==> src/rtl/rtl_debug_pkg.sv <==
// Shared debug-block definitions: FSM encodings, group width and
// the group-to-bit-range map used by both the signal tap and the injector.
package rtl_debug_pkg;

    localparam int GROUP_W = 32;

    typedef enum logic [1:0] {
        ST_IDLE  = 2'd0,
        ST_ARMED = 2'd1,
        ST_DELAY = 2'd2,
        ST_DRIVE = 2'd3
    } inj_state_e;

    function automatic int grp_lsb(input int g);
        return g * GROUP_W;
    endfunction

endpackage

==> src/rtl/rtl_inject_mux.sv <==
// Combinational per-group override: masked replace (or xor) of one
// 32-bit group; every other bit passes straight through.
module rtl_inject_mux
    import rtl_debug_pkg::*;
#(
    parameter int WIDTH  = 128,
    parameter int GROUPS = 4
) (
    input  logic [WIDTH-1:0]   func_in,
    input  logic               active,
    input  logic [1:0]         grp,
    input  logic [GROUP_W-1:0] mask,
    input  logic [GROUP_W-1:0] value,
    input  logic               xor_mode,
    output logic [WIDTH-1:0]   data_out
);

    // Zero-latency pass-through with override on the selected group
    always_comb begin
        data_out = func_in;
        for (int g = 0; g < GROUPS; g++) begin
            if (active && (int'(grp) == g)) begin
                if (xor_mode)
                    data_out[grp_lsb(g) +: GROUP_W] =
                        func_in[grp_lsb(g) +: GROUP_W] ^ (value & mask);
                else
                    data_out[grp_lsb(g) +: GROUP_W] =
                        (func_in[grp_lsb(g) +: GROUP_W] & ~mask) |
                        (value & mask);
            end
        end
    end

endmodule

==> src/rtl/rtl_signal_inject.sv <==
// Debug signal override: arm, wait for trigger, delay, drive masked bits.
// Optional RTL_INJECT_XOR_EN adds inj_xor_mode (xor instead of replace).
module rtl_signal_inject
    import rtl_debug_pkg::*;
#(
    parameter int WIDTH  = 128,
    parameter int GROUPS = 4,
    parameter int CNT_W  = 16
) (
    input  logic               clk,
    input  logic               rst_n,
    input  logic [WIDTH-1:0]   func_in,
    output logic [WIDTH-1:0]   inject_out,
    input  logic [7:0]         group_sel,
    input  logic [GROUP_W-1:0] inj_mask,
    input  logic [GROUP_W-1:0] inj_value,
`ifdef RTL_INJECT_XOR_EN
    input  logic               inj_xor_mode,
`endif
    input  logic [CNT_W-1:0]   delay_cycles,
    input  logic [CNT_W-1:0]   hold_cycles,
    input  logic               trig_en,
    input  logic               trig_in,
    input  logic               cmd_arm,
    input  logic               cmd_abort,
    output logic [1:0]         state,
    output logic               active,
    output logic               done,
    output logic [CNT_W-1:0]   inject_count
);

    inj_state_e         state_q, state_d;
    logic [CNT_W-1:0]   cnt_q, cnt_d;
    logic [CNT_W-1:0]   count_q;
    logic               done_q;
    logic [1:0]         grp_q;
    logic [GROUP_W-1:0] mask_q, value_q;
    logic [CNT_W-1:0]   delay_q, hold_q;
    logic               trig_en_q;
    logic               xor_sel;
    logic               arm_ok, enter_drive, release_drive;
    logic               unused_sel;

    assign unused_sel = ^group_sel[7:2];

    // Next-state and counter load/decrement; abort wins over everything
    always_comb begin
        state_d       = state_q;
        cnt_d         = cnt_q;
        arm_ok        = 1'b0;
        enter_drive   = 1'b0;
        release_drive = 1'b0;
        if (cmd_abort) begin
            state_d       = ST_IDLE;
            release_drive = (state_q == ST_DRIVE);
        end else begin
            unique case (state_q)
                ST_IDLE: begin
                    if (cmd_arm) begin
                        state_d = ST_ARMED;
                        arm_ok  = 1'b1;
                    end
                end
                ST_ARMED: begin
                    if (trig_in || !trig_en_q) begin
                        if (delay_q == '0) begin
                            state_d     = ST_DRIVE;
                            enter_drive = 1'b1;
                        end else begin
                            state_d = ST_DELAY;
                            cnt_d   = delay_q - 1'b1;
                        end
                    end
                end
                ST_DELAY: begin
                    if (cnt_q == '0) begin
                        state_d     = ST_DRIVE;
                        enter_drive = 1'b1;
                    end else begin
                        cnt_d = cnt_q - 1'b1;
                    end
                end
                ST_DRIVE: begin
                    if (hold_q != '0) begin
                        if (cnt_q == '0) begin
                            state_d       = ST_IDLE;
                            release_drive = 1'b1;
                        end else begin
                            cnt_d = cnt_q - 1'b1;
                        end
                    end
                end
                default: state_d = ST_IDLE;
            endcase
            if (enter_drive)
                cnt_d = (hold_q == '0) ? '0 : hold_q - 1'b1;
        end
    end

    // FSM state, shared delay/hold counter, done pulse and entry count
    always_ff @(posedge clk or negedge rst_n) begin
        if (!rst_n) begin
            state_q <= ST_IDLE;
            cnt_q   <= '0;
            done_q  <= 1'b0;
            count_q <= '0;
        end else begin
            state_q <= state_d;
            cnt_q   <= cnt_d;
            done_q  <= release_drive;
            if (enter_drive && (count_q != '1))
                count_q <= count_q + 1'b1;
        end
    end

    // Configuration snapshot taken only on an accepted arm
    always_ff @(posedge clk or negedge rst_n) begin
        if (!rst_n) begin
            grp_q     <= '0;
            mask_q    <= '0;
            value_q   <= '0;
            delay_q   <= '0;
            hold_q    <= '0;
            trig_en_q <= 1'b0;
`ifdef RTL_INJECT_XOR_EN
            xor_sel   <= 1'b0;
`endif
        end else if (arm_ok) begin
            grp_q     <= group_sel[1:0];
            mask_q    <= inj_mask;
            value_q   <= inj_value;
            delay_q   <= delay_cycles;
            hold_q    <= hold_cycles;
            trig_en_q <= trig_en;
`ifdef RTL_INJECT_XOR_EN
            xor_sel   <= inj_xor_mode;
`endif
        end
    end

`ifndef RTL_INJECT_XOR_EN
    assign xor_sel = 1'b0;
`endif

    assign state        = state_q;
    assign active       = (state_q == ST_DRIVE);
    assign done         = done_q;
    assign inject_count = count_q;

    rtl_inject_mux #(
        .WIDTH  (WIDTH),
        .GROUPS (GROUPS)
    ) u_mux (
        .func_in  (func_in),
        .active   (active),
        .grp      (grp_q),
        .mask     (mask_q),
        .value    (value_q),
        .xor_mode (xor_sel),
        .data_out (inject_out)
    );

endmodule

==> config.mk <==
export PLATFORM = sky130hd
export DESIGN_NAME = rtl_signal_inject
export DESIGN_NICKNAME = d
export VERILOG_FILES = /design/src/rtl/rtl_debug_pkg.sv /design/src/rtl/rtl_inject_mux.sv /design/src/rtl/rtl_signal_inject.sv
export SDC_FILE = /design/constraint.sdc
export NUM_CORES = 1
export LEC_CHECK = 0
export CAP_MARGIN = 20
export CORE_AREA = 5 5 147 149
export DETAILED_ROUTE_END_ITERATION = 8
export DIE_AREA = 0 0 152 154
export GPL_ROUTABILITY_DRIVEN = 0
export PLACE_DENSITY = 0.82
export SYNTH_ARGS = -nofsm -noshare
export SYNTH_HDL_FRONTEND = slang
export SYNTH_SLANG_ARGS = --single-unit
export TNS_END_PERCENT = 30
==> constraint.sdc <==
create_clock -name clk -period 8.4 [get_ports clk]
set_input_delay 1.68 -clock clk [delete_from_list [all_inputs] [get_ports clk]]
set_output_delay 1.68 -clock clk [all_outputs]
set_load 0.01 [all_outputs]
==> parameters.txt, run 1 <==
Parameter                              Value

Clock tree
  CTS Root Cell ... clkbuf_16
  CTS Buffer Depth ... 2
  Resized Gates After CTS ... 0
  Insertion delay to the later sink of the worst-skew pair ... 0.42 ns
  Register clock-pin slew on the reported worst setup and hold paths ... 0.06 ns
  Clock tree from TritonCTS ... yes
  CTS Hold Buffers Added ... 0
  H-tree level count ... 4
  # Post-CTS Setup Buffers ... 0
  Sink Count ... 134
  Number of buffers created by CTS ... 17

Logic synthesis
  Portion of netlist area occupied by mux cells ... 34.03%
  Syn_nets ... 1,065
  Sequential element share of the synthesized area ... 39.24%
  Number of flops mapped to enable cells by yosys ... 0
  Synth Register Bits ... 134
  Cells after Synth ... 818
  Area fraction in and, or, nand and nor cells after synthesis ... 15.89%
  Xor/xnor share of the synthesized area ... 2.870%
  Dominant cells by area after synthesis ... dfrtp_1, mux2_2, nand2_1
  Average footprint of a synthesized cell ... 10.45 µm²
  Adder-cell share of the synthesized area ... 1.318%
  Cell types with the highest counts after synthesis ... mux2_2, nand2_1, dfrtp_1, nor2_1, clkbuf_1
  Most used flip-flop cell after synthesis ... dfrtp_1
  Fraction of the mapped netlist area in compound gates ... 4.496%
  Share of flip-flops with an asynchronous set or reset after synthesis ... 100.0%
  Netlist Area Pre-Place ... 0.008544 mm²
  Unique masters post-synth ... 55
  Top-count cell post-synth ... mux2_2
  Area share of the leading cell type in the synthesized netlist ... 39.24%
  Cell accounting for the most synthesized area ... dfrtp_1
  Count of yosys warnings during synthesis ... 0
  Combinational family with the most area after synthesis ... multiplexers

Power
  Relative contribution of the clock network to total power ... 24.1%
  Ratio of total power to cell area ... 252.0 mW/mm²
  Maximum vdd ir drop ... 0.1431 mV
  Comb pwr share ... 36.0%
  Pint ... 0.002125 W
  Sw Pwr ... 0.001208 W
  P_leak ... 5.056 nW
  Net switching fraction of the power ... 36.25%
  Power share of the sequential group ... 39.8%

Hold path
  Start point of the worst hold path ... inject_count[6]$_DFFE_PN0P_
  Hold Path Class ... flip-flop to flip-flop

Run
  Max Cap Viol ... 0

Cells and area
  Area added between synthesis and finish ... 54.77%
  Post-layout net count ... 1,433
  Share of post-route cells with drive strength above 1 ... 24.85%
  Final design utilization ... 65.99%

STA
  Setup repair after global routing missed its margin ... false
  Worst-margin pin slew ... 0.9811 ns
  Worst clock skew ... 0.007561 ns
  Max Clock Freq ... 0.1880 GHz
  Final cycle utilization of the critical path ... 63.32%
  Endpoints failing hold ... 0
  Max-slew violations ... 0
  Worst-case headroom to the max-slew limit ... 34.44%
  Count of endpoints failing setup in the final report ... 0
  Fin crit period ... 5.319 ns
  Setup TNS after final layout ... 0 ns

Setup path
  Type of element capturing the critical path ... output port
  Required time at the worst-slack endpoint ... 6.72 ns
  Crit Path Max Fanout ... 24
  Startpoint of the worst-slack reg-to-reg timing path ... state[0]$_DFFE_PN0P_
  Path type of the worst setup path ... flip-flop to output port
  Data arrival time at the worst-slack endpoint ... 3.64 ns
  Critical Path Source Type ... flip-flop
  Source of the critical timing path ... state[1]$_DFFE_PN0P_

Floorplan
  Count of standard-cell rows ... 52
  Die boundary width ... 152 µm
  Chip height ... 154 µm
  Initial standard-cell utilization of the core ... 42.64%
  Total I/O pin count ... 386
  Area of the core ... 0.02004 mm²
  Die ar. ... 0.02341 mm²

GRT
  Overall fraction of global-route tracks in use ... 25.50%
  Wire length of the first global-routing pass ... 46.76 mm
  Largest net degree at the start of global routing ... 71
  Number of global-route vias before repair ... 7,865
  Number of antenna violations at the first check in global routing ... 4
  Remaining Overflow, GRT ... 0

Detailed routing
  Routed wire per std cell ... 21.05 µm
  Number of optimization iterations in the first detailed-route pass ... 4
  Violation count after the first detailed-route iteration ... 406
  Number of design rule violations left after detail routing ... 0
  Via density ... 5.405
  Aggregate routed wire length ... 30.94 mm
  Number of vias after detailed routing ... 7,946
  ANT nets after route ... 0

Place
  DPL Wire Length ... 24.48 mm
  Number of port buffers ... 379

Run status
  Result of the run ... finished, final reports clean
[per-layer routing]
layer / global-route usage [%] / part of all wire, % / vias to the layer above
li1: - / - / 3697
met1: 30.50 / 38 / 3873
met2: 44.24 / 51 / 320
met3: 7.532 / 8.3 / 50
met4: 8.134 / 2.6 / 6
met5: 0 / 0.12 / -
[logic make-up after synthesis]
kind of cell | Yosys count
buffers and inverters | 46
AND/OR/NAND/NOR | 284
adder cells (fa/ha/maj) | 9
XOR/XNOR | 28
flip-flops | 134
multiplexers | 260
AO/OA/AOI/OAI | 57
[registers in the layout (all words and copies together) (netlist names)]
signal,cells
mask_q,32
trig_en_q,1
grp_q,2
state,2
delay_q,16
inject_count,16
value_q,32
hold_q,16
cnt_q,16
done,1
[layout by cell type, fill, tap and decap left out, types with 3 or more instances in the layout]
cell type and instances:
or3_1 12, inv_6 3, nand3_1 16, ha_1 9, mux2_2 244, or3b_2 3
xor2_1 11, or4_1 7, bufinv_16 4, a31oi_1 6, clkinv_4 3, o21ai_0 13
clkinvlp_4 3, nand4_1 7, clkdlybuf4s50_1 378, nor4_1 12, nor2_1 29, inv_1 11
and3_1 5, a21oi_1 16, clkbuf_16 17, o31ai_1 7, nand2_1 149, or2_2 3
nor3_1 17, xnor2_1 17, dfrtp_1 134, buf_4 5, mux2i_1 16
[final cells by class]
class | count | area, µm²
sequential | 134 | 3353
clock buffer | 18 | 429.2
tap | 270 | 337.8
inverter | 11 | 41.29
clock inverter | 14 | 200.2
timing repair buffer | 384 | 3832
antenna | 1 | 2.502
multi-input combinational | 638 | 5027
fill | 1603 | 6815
[critical path: stages, from the launching register on]
cell and delay [ns]:
dfrtp_1 0.43, ha_1 0.52, inv_1 0.19, nor3_2 0.61, buf_4 0.45, nand2_1 0.10
mux2_2 0.23, clkdlybuf4s50_1 0.66
[metrics by stage]
stage	total power (W)	hold slack, ns	area [µm²]	std cells	worst slack (ns)
4_1_cts	0.003347	0.4902	13220	1469	3.054
2_1_floorplan	0.002018	0.4805	8544	818	4.655
6_report	0.003333	0.4887	13220	1470	3.081
5_1_grt	0.003529	0.5222	13220	1470	2.913
3_3_place_gp	0.002473	0.4759	12590	1437	3.508
3_5_place_dp	0.002525	0.4780	12590	1437	3.522
[power groups by stage]
stage                     Sequential (W)  Clock (W)  Combinational, W
after floorplan                  0.00119          0          0.000830
after global placement           0.00131          0           0.00116
after detailed placement         0.00133          0           0.00120
after CTS                        0.00132   0.000823           0.00120
after global routing             0.00138   0.000849           0.00130
final                            0.00133   0.000804           0.00120
[final timing paths]
| kind | endpoint | slack (ns) | cells past startpoint |
|---|---|---|---|
| worst max register to register | cnt_q[14]$_DFFE_PN0P_ | 4.64 | 11 |
| worst min-delay path | inject_count[6]$_DFFE_PN0P_ | 0.49 | 1 |
| max in group asynchronous | cnt_q[14]$_DFFE_PN0P_ | 5.80 | 2 |
| worst min register to register | inject_count[6]$_DFFE_PN0P_ | 0.49 | 1 |
| worst max-delay path | inject_out[31] | 3.08 | 7 |
| min in group asynchronous | delay_q[6]$_DFFE_PN0P_ | 1.26 | 1 |
(Power assumes the default switching activity.)
==> run 2, diff against run 1 <==
--- a/config.mk
+++ b/config.mk
@@ -6,11 +6,11 @@
 export NUM_CORES = 1
 export LEC_CHECK = 0
 export CAP_MARGIN = 20
-export CORE_AREA = 5 5 147 149
+export CORE_MARGIN = 5
+export CORE_UTILIZATION = 39
 export DETAILED_ROUTE_END_ITERATION = 8
-export DIE_AREA = 0 0 152 154
 export GPL_ROUTABILITY_DRIVEN = 0
-export PLACE_DENSITY = 0.82
+export PLACE_DENSITY = 0.79
 export SYNTH_ARGS = -nofsm -noshare
 export SYNTH_HDL_FRONTEND = slang
 export SYNTH_SLANG_ARGS = --single-unit
==> constraint.sdc (replaced) <==
create_clock -name clk -period 4.3 [get_ports clk]
set_input_delay 0.86 -clock clk [delete_from_list [all_inputs] [get_ports clk]]
set_output_delay 0.86 -clock clk [all_outputs]
set_load 0.01 [all_outputs]
==> parameters.txt, run 2 (synthesis gave the netlist of run 1 again) <==
Parameter                              Value

Clock tree
  Sink Count ... 134
  H-tree level count ... 4
  CTS Buffer Depth ... 2
  CTS Hold Buffers Added ... 0
  Resized Gates After CTS ... 0
  # Post-CTS Setup Buffers ... 0
  Register clock-pin slew on the reported worst setup and hold paths ... 0.06 ns
  Number of buffers created by CTS ... 17
  Clock tree from TritonCTS ... yes
  CTS Root Cell ... clkbuf_16
  Insertion delay to the later sink of the worst-skew pair ... 0.42 ns

Power
  Ratio of total power to cell area ... 477.8 mW/mm²
  Maximum vdd ir drop ... 0.2393 mV
  Sw Pwr ... 0.002341 W
  Power share of the sequential group ... 40.5%
  Pint ... 0.004002 W
  Net switching fraction of the power ... 36.90%
  Relative contribution of the clock network to total power ... 22.2%
  Comb pwr share ... 37.3%
  P_leak ... 5.095 nW

Setup path
  Reg2Reg Capture Point ... cnt_q[12]$_DFFE_PN0P_
  Worst setup slack for register-to-register paths ... 0.93 ns
  Data arrival time at the worst-slack endpoint ... 2.88 ns
  Required time at the worst-slack endpoint ... 3.44 ns
  Max stage delay cell, worst path ... clkdlybuf4s50_1
  Path type of the worst setup path ... flip-flop to output port
  Count of buffering cells on the critical path with inverters included ... 2
  Top cell family by delay on the critical path ... buffers and inverters
  Worst reg2reg path depth ... 11
  Startpoint of the worst-slack reg-to-reg timing path ... state[0]$_DFFE_PN0P_
  WP depth ... 7
  Critical Path Source Type ... flip-flop
  Most prevalent standard cell on the critical path ... nand2_1
  Type of element capturing the critical path ... output port
  Crit Path Max Fanout ... 17
  CP cell instances ... ha_1 > nand2_1 > nor2_4 > buf_4 > nand2_1 > mux2_2 > clkdlybuf4s50_1
  Critical path's largest stage delay ... 0.55 ns

Detailed routing
  Aggregate routed wire length ... 30.46 mm
  Number of vias after detailed routing ... 7,761
  ANT nets after route ... 0
  Routed wire per std cell ... 20.44 µm
  Violation count after the first detailed-route iteration ... 357
  Via density ... 5.209
  Number of design rule violations left after detail routing ... 0
  Number of optimization iterations in the first detailed-route pass ... 5

Floorplan
  Chip height ... 158.0 µm
  Die ar. ... 0.02497 mm²
  Initial standard-cell utilization of the core ... 39.40%
  Total I/O pin count ... 386
  Count of standard-cell rows ... 54
  Die boundary width ... 158.0 µm
  Area of the core ... 0.02169 mm²

STA
  Count of endpoints failing setup in the final report ... 0
  Max Clock Freq ... 0.2671 GHz
  Setup TNS after final layout ... 0 ns
  Fin crit period ... 3.745 ns
  Worst-margin pin slew ... 0.7258 ns
  Setup repair after global routing missed its margin ... false
  Endpoints failing hold ... 0
  Max-slew violations ... 0
  Final cycle utilization of the critical path ... 87.08%
  Worst-case headroom to the max-slew limit ... 51.17%
  Worst clock skew ... 0.01201 ns
  Min setup slack post-route ... 0.5555 ns

Cells and area
  Most frequent standard cell in the layout excluding fill and tap cells ... clkdlybuf4s50_1
  Post-layout net count ... 1,443
  Area added between synthesis and finish ... 55.35%
  Number of cells in the finished layout apart from fillers ... 1,490
  Largest registers ... mask_q x32, value_q x32
  Share of post-route cells with drive strength above 1 ... 25.56%
  Fillers ... 1,780
  Leading cell types in the layout, fill and taps excluded ... clkdlybuf4s50_1, mux2_2, nand2_1
  Final design utilization ... 61.20%

GRT
  Number of global-route vias before repair ... 8,229
  Remaining Overflow, GRT ... 0
  Overall fraction of global-route tracks in use ... 23.86%
  Wire length of the first global-routing pass ... 45.80 mm
  Number of antenna violations at the first check in global routing ... 3
  Largest net degree at the start of global routing ... 71

Place
  DPL Wire Length ... 24.26 mm
  Placed Cells incl. Taps ... 1,457
  Worst-case setup slack after placement ... 0.9373 ns
  Number of port buffers ... 379

Run
  Max Cap Viol ... 0

Run status
  Result of the run ... finished, final reports clean

Hold path
  Hold Path Class ... input port to asynchronous set/reset pin
==> run 2: how the worst max path moves through the flow <==
stage	from	endpoint	slack, ns
3_3_place_gp	state[1]$_DFFE_PN0P_	inject_out[50]	0.97
4_1_cts	state[1]$_DFFE_PN0P_	inject_out[50]	0.48
6_report	state[1]$_DFFE_PN0P_	inject_out[39]	0.56
2_1_floorplan	state[1]$_DFFE_PN0P_	cnt_q[12]$_DFFE_PN0P_	1.25
5_1_grt	state[1]$_DFFE_PN0P_	inject_out[33]	0.41
3_5_place_dp	state[1]$_DFFE_PN0P_	inject_out[50]	0.94
==> run 2: stage by stage <==
step / power, W / hold WS [ns] / area, µm²
4_1_cts: 0.006381 / 0.4508 / 13270
6_report: 0.006342 / 0.4233 / 13270
3_3_place_gp: 0.004842 / 0.4817 / 12700
2_1_floorplan: 0.003941 / 0.4805 / 8544
3_5_place_dp: 0.004927 / 0.4789 / 12700
5_1_grt: 0.006774 / 0.4699 / 13270
==> run 2: area by class of cell <==
class / count / area, µm² / share of cell area (%)
Multi-Input combinational cell: 638 / 5027 / 37.87
Timing Repair Buffer: 394 / 3933 / 29.63
Sequential cell: 134 / 3353 / 25.26
Clock buffer: 17 / 425.4 / 3.205
Tap cell: 280 / 350.3 / 2.639
Clock inverter: 15 / 141.4 / 1.065
Inverter: 11 / 41.29 / 0.3111
Antenna cell: 1 / 2.502 / 0.01885
==> run 2: metal layers <==
layer | GRT usage, % | wire (µm)
met1 | 28.48 | 11980
met2 | 40.98 | 15190
met3 | 7.682 | 2265
met4 | 7.514 | 997
met5 | 0 | 32
==> run 2: power by group through the flow <==
stage	registers [W]	clock network, W	logic [W]
after floorplan	0.00232	0	0.00162
after detailed placement	0.00257	0	0.00236
after CTS	0.00256	0.00145	0.00237
final	0.00257	0.00141	0.00236
after global routing	0.00267	0.00152	0.00259
after global placement	0.00255	0	0.00230
==> run 3, diff against run 2 <==
--- a/config.mk
+++ b/config.mk
@@ -5,6 +5,7 @@
 export SDC_FILE = /design/constraint.sdc
 export NUM_CORES = 1
 export LEC_CHECK = 0
+export ABC_AREA = 1
 export CAP_MARGIN = 20
 export CORE_MARGIN = 5
 export CORE_UTILIZATION = 39
==> parameters.txt, run 3 <==
Parameter                              Value

Run status
  Result of the run ... finished, final reports clean

Setup path
  Path type of the worst setup path ... flip-flop to output port
  Source of the critical timing path ... state[1]$_DFFE_PN0P_
  Crit Path Max Fanout ... 24
  Data arrival time at the worst-slack endpoint ... 3.19 ns
  Type of element capturing the critical path ... output port
  Critical Path Source Type ... flip-flop
  Required time at the worst-slack endpoint ... 3.44 ns
  Startpoint of the worst-slack reg-to-reg timing path ... state[1]$_DFFE_PN0P_

STA
  Worst-margin pin slew ... 0.7042 ns
  Count of endpoints failing setup in the final report ... 0
  Setup TNS after final layout ... 0 ns
  Max-slew violations ... 0
  Max Clock Freq ... 0.2471 GHz
  Worst clock skew ... 0.01245 ns
  Worst-case headroom to the max-slew limit ... 52.56%
  Fin crit period ... 4.047 ns
  Endpoints failing hold ... 0
  Final cycle utilization of the critical path ... 94.12%
  Setup repair after global routing missed its margin ... false

Floorplan
  Die ar. ... 0.02493 mm²
  Total I/O pin count ... 386
  Chip height ... 157.9 µm
  Count of standard-cell rows ... 54
  Initial standard-cell utilization of the core ... 39.33%
  Die boundary width ... 157.9 µm
  Area of the core ... 0.02169 mm²

Power
  P_leak ... 5.719 nW
  Maximum vdd ir drop ... 0.2860 mV
  Ratio of total power to cell area ... 530.1 mW/mm²
  Comb pwr share ... 48.8%
  Relative contribution of the clock network to total power ... 19.3%
  Power share of the sequential group ... 31.9%
  Net switching fraction of the power ... 43.74%
  Sw Pwr ... 0.003072 W
  Pint ... 0.003951 W

Clock tree
  Insertion delay to the later sink of the worst-skew pair ... 0.42 ns
  Number of buffers created by CTS ... 17
  Sink Count ... 134
  CTS Root Cell ... clkbuf_16
  CTS Buffer Depth ... 2
  # Post-CTS Setup Buffers ... 0
  Register clock-pin slew on the reported worst setup and hold paths ... 0.06 ns
  Clock tree from TritonCTS ... yes
  H-tree level count ... 4

Logic synthesis
  Top-count cell post-synth ... o21ai_0
  Cells after Synth ... 1,174
  Cell accounting for the most synthesized area ... dfrtp_1
  Area share of the leading cell type in the synthesized netlist ... 39.31%
  Sequential element share of the synthesized area ... 39.31%
  Number of flops mapped to enable cells by yosys ... 0
  Share of flip-flops with an asynchronous set or reset after synthesis ... 100.0%
  Average footprint of a synthesized cell ... 7.266 µm²
  Count of yosys warnings during synthesis ... 0
  Netlist Area Pre-Place ... 0.008531 mm²
  Dominant cells by area after synthesis ... dfrtp_1, o21ai_0, nand2_1
  Synth Register Bits ... 134
  Cell types with the highest counts after synthesis ... o21ai_0, nand2_1, nor2_1, dfrtp_1, inv_1
  Syn_nets ... 1,421
  Most used flip-flop cell after synthesis ... dfrtp_1
  Unique masters post-synth ... 36

GRT
  Number of global-route vias before repair ... 9,329
  Wire length of the first global-routing pass ... 52.40 mm
  Overall fraction of global-route tracks in use ... 27.48%
  Largest net degree at the start of global routing ... 106
  Number of antenna violations at the first check in global routing ... 4
  Remaining Overflow, GRT ... 0

Hold path
  Hold Path Class ... input port to asynchronous set/reset pin

Detailed routing
  Aggregate routed wire length ... 35.58 mm
  Number of optimization iterations in the first detailed-route pass ... 5
  ANT nets after route ... 0
  Routed wire per std cell ... 19.34 µm
  Violation count after the first detailed-route iteration ... 901
  Number of design rule violations left after detail routing ... 0
  Via density ... 5.315
  Number of vias after detailed routing ... 9,780

Cells and area
  Share of post-route cells with drive strength above 1 ... 7.895%
  Area added between synthesis and finish ... 55.31%
  Final design utilization ... 61.09%
  Largest registers ... mask_q x32, value_q x32
  Most frequent standard cell in the layout excluding fill and tap cells ... clkdlybuf4s50_1
  Final instance area ... 0.01325 mm²
  Leading cell types in the layout, fill and taps excluded ... clkdlybuf4s50_1, o21ai_0, nand2_1
  Post-layout net count ... 1,792

Run
  Max Cap Viol ... 0

Place
  DPL Wire Length ... 28.52 mm
  Area after DPL ... 0.01267 mm²
  Number of port buffers ... 379
-- run 3: final timing paths --
| path | end | slack (ns) | cells past startpoint |
|---|---|---|---|
| min in group clk | value_q[24]$_DFFE_PN0P_ | 0.51 | 1 |
| setup reg to reg | cnt_q[6]$_DFFE_PN0P_ | 1.17 | 13 |
| hold / removal | inject_count[7]$_DFFE_PN0P_ | 0.22 | 1 |
| hold reg to reg | value_q[24]$_DFFE_PN0P_ | 0.51 | 1 |
| setup / recovery | inject_out[82] | 0.25 | 6 |
| max in group asynchronous | mask_q[31]$_DFFE_PN0P_ | 2.95 | 3 |
-- run 3: what timing repair did --
action / in CTS / in global routing
hold buffers: 0 / 0
resized for setup: 0 / 1
endpoints found under the setup margin: 0 / 1
-- run 3: layout make-up --
type | instances | area (µm²)
repair buffers | 400 | 4023
well taps | 280 | 350.3
fillers | 1895 | 8439
flip-flops and latches | 134 | 3353
clock buffers | 25 | 495.5
clock inverters | 7 | 46.29
inverters | 88 | 331.6
diodes | 2 | 5.005
multi-input cells | 904 | 4644
-- run 3: cells by family after synthesis --
logic type / count (synthesis) / synth area share (%)
fa+ha+maj: 9 / 1.320
flops: 134 / 39.31
buf+inv: 136 / 6.629
xor+xnor: 28 / 2.875
mux: 42 / 5.544
simple gates: 477 / 23.44
compound gates: 348 / 20.89
-- run 3: power by group through the flow --
stage,Combinational [W],Sequential (W),Clock (W)
after floorplan,0.00224,0.00212,0
after global placement,0.00328,0.00222,0
after detailed placement,0.00336,0.00225,0
after CTS,0.00339,0.00223,0.00138
after global routing,0.00379,0.00231,0.00143
final,0.00343,0.00224,0.00136
-- run 3: worst max-delay path, cell delays in order, from the launching register on --
cell and delay (ns):
dfrtp_1 0.45, ha_1 0.41, nand3_2 0.41, buf_4 0.32
o21ai_0 0.42, buf_4 0.22, clkdlybuf4s50_1 0.53
-- run 3: routing by layer --
| metal | wire length, µm | global-route usage [%] | vias to the layer above |
|---|---|---|---|
| met5 | 15 | 0 | - |
| met4 | 922 | 8.357 | 4 |
| met3 | 3741 | 8.885 | 64 |
| met2 | 16440 | 43.84 | 462 |
| met1 | 14460 | 35.72 | 4586 |
| li1 | - | - | 4664 |
-- run 3: stage by stage --
| step | hold WS [ns] | setup slack [ns] | cells | power (W) |
|---|---|---|---|---|
| after floorplan | 0.4662 | 1.862 | 1174 | 0.004366 |
| after global placement | 0.4894 | 0.7363 | 1805 | 0.005497 |
| after detailed placement | 0.4940 | 0.7065 | 1805 | 0.005607 |
| after CTS | 0.5081 | 0.2477 | 1837 | 0.007000 |
| after global routing | 0.2093 | 0.1327 | 1840 | 0.007524 |
| final | 0.2223 | 0.2530 | 1840 | 0.007024 |
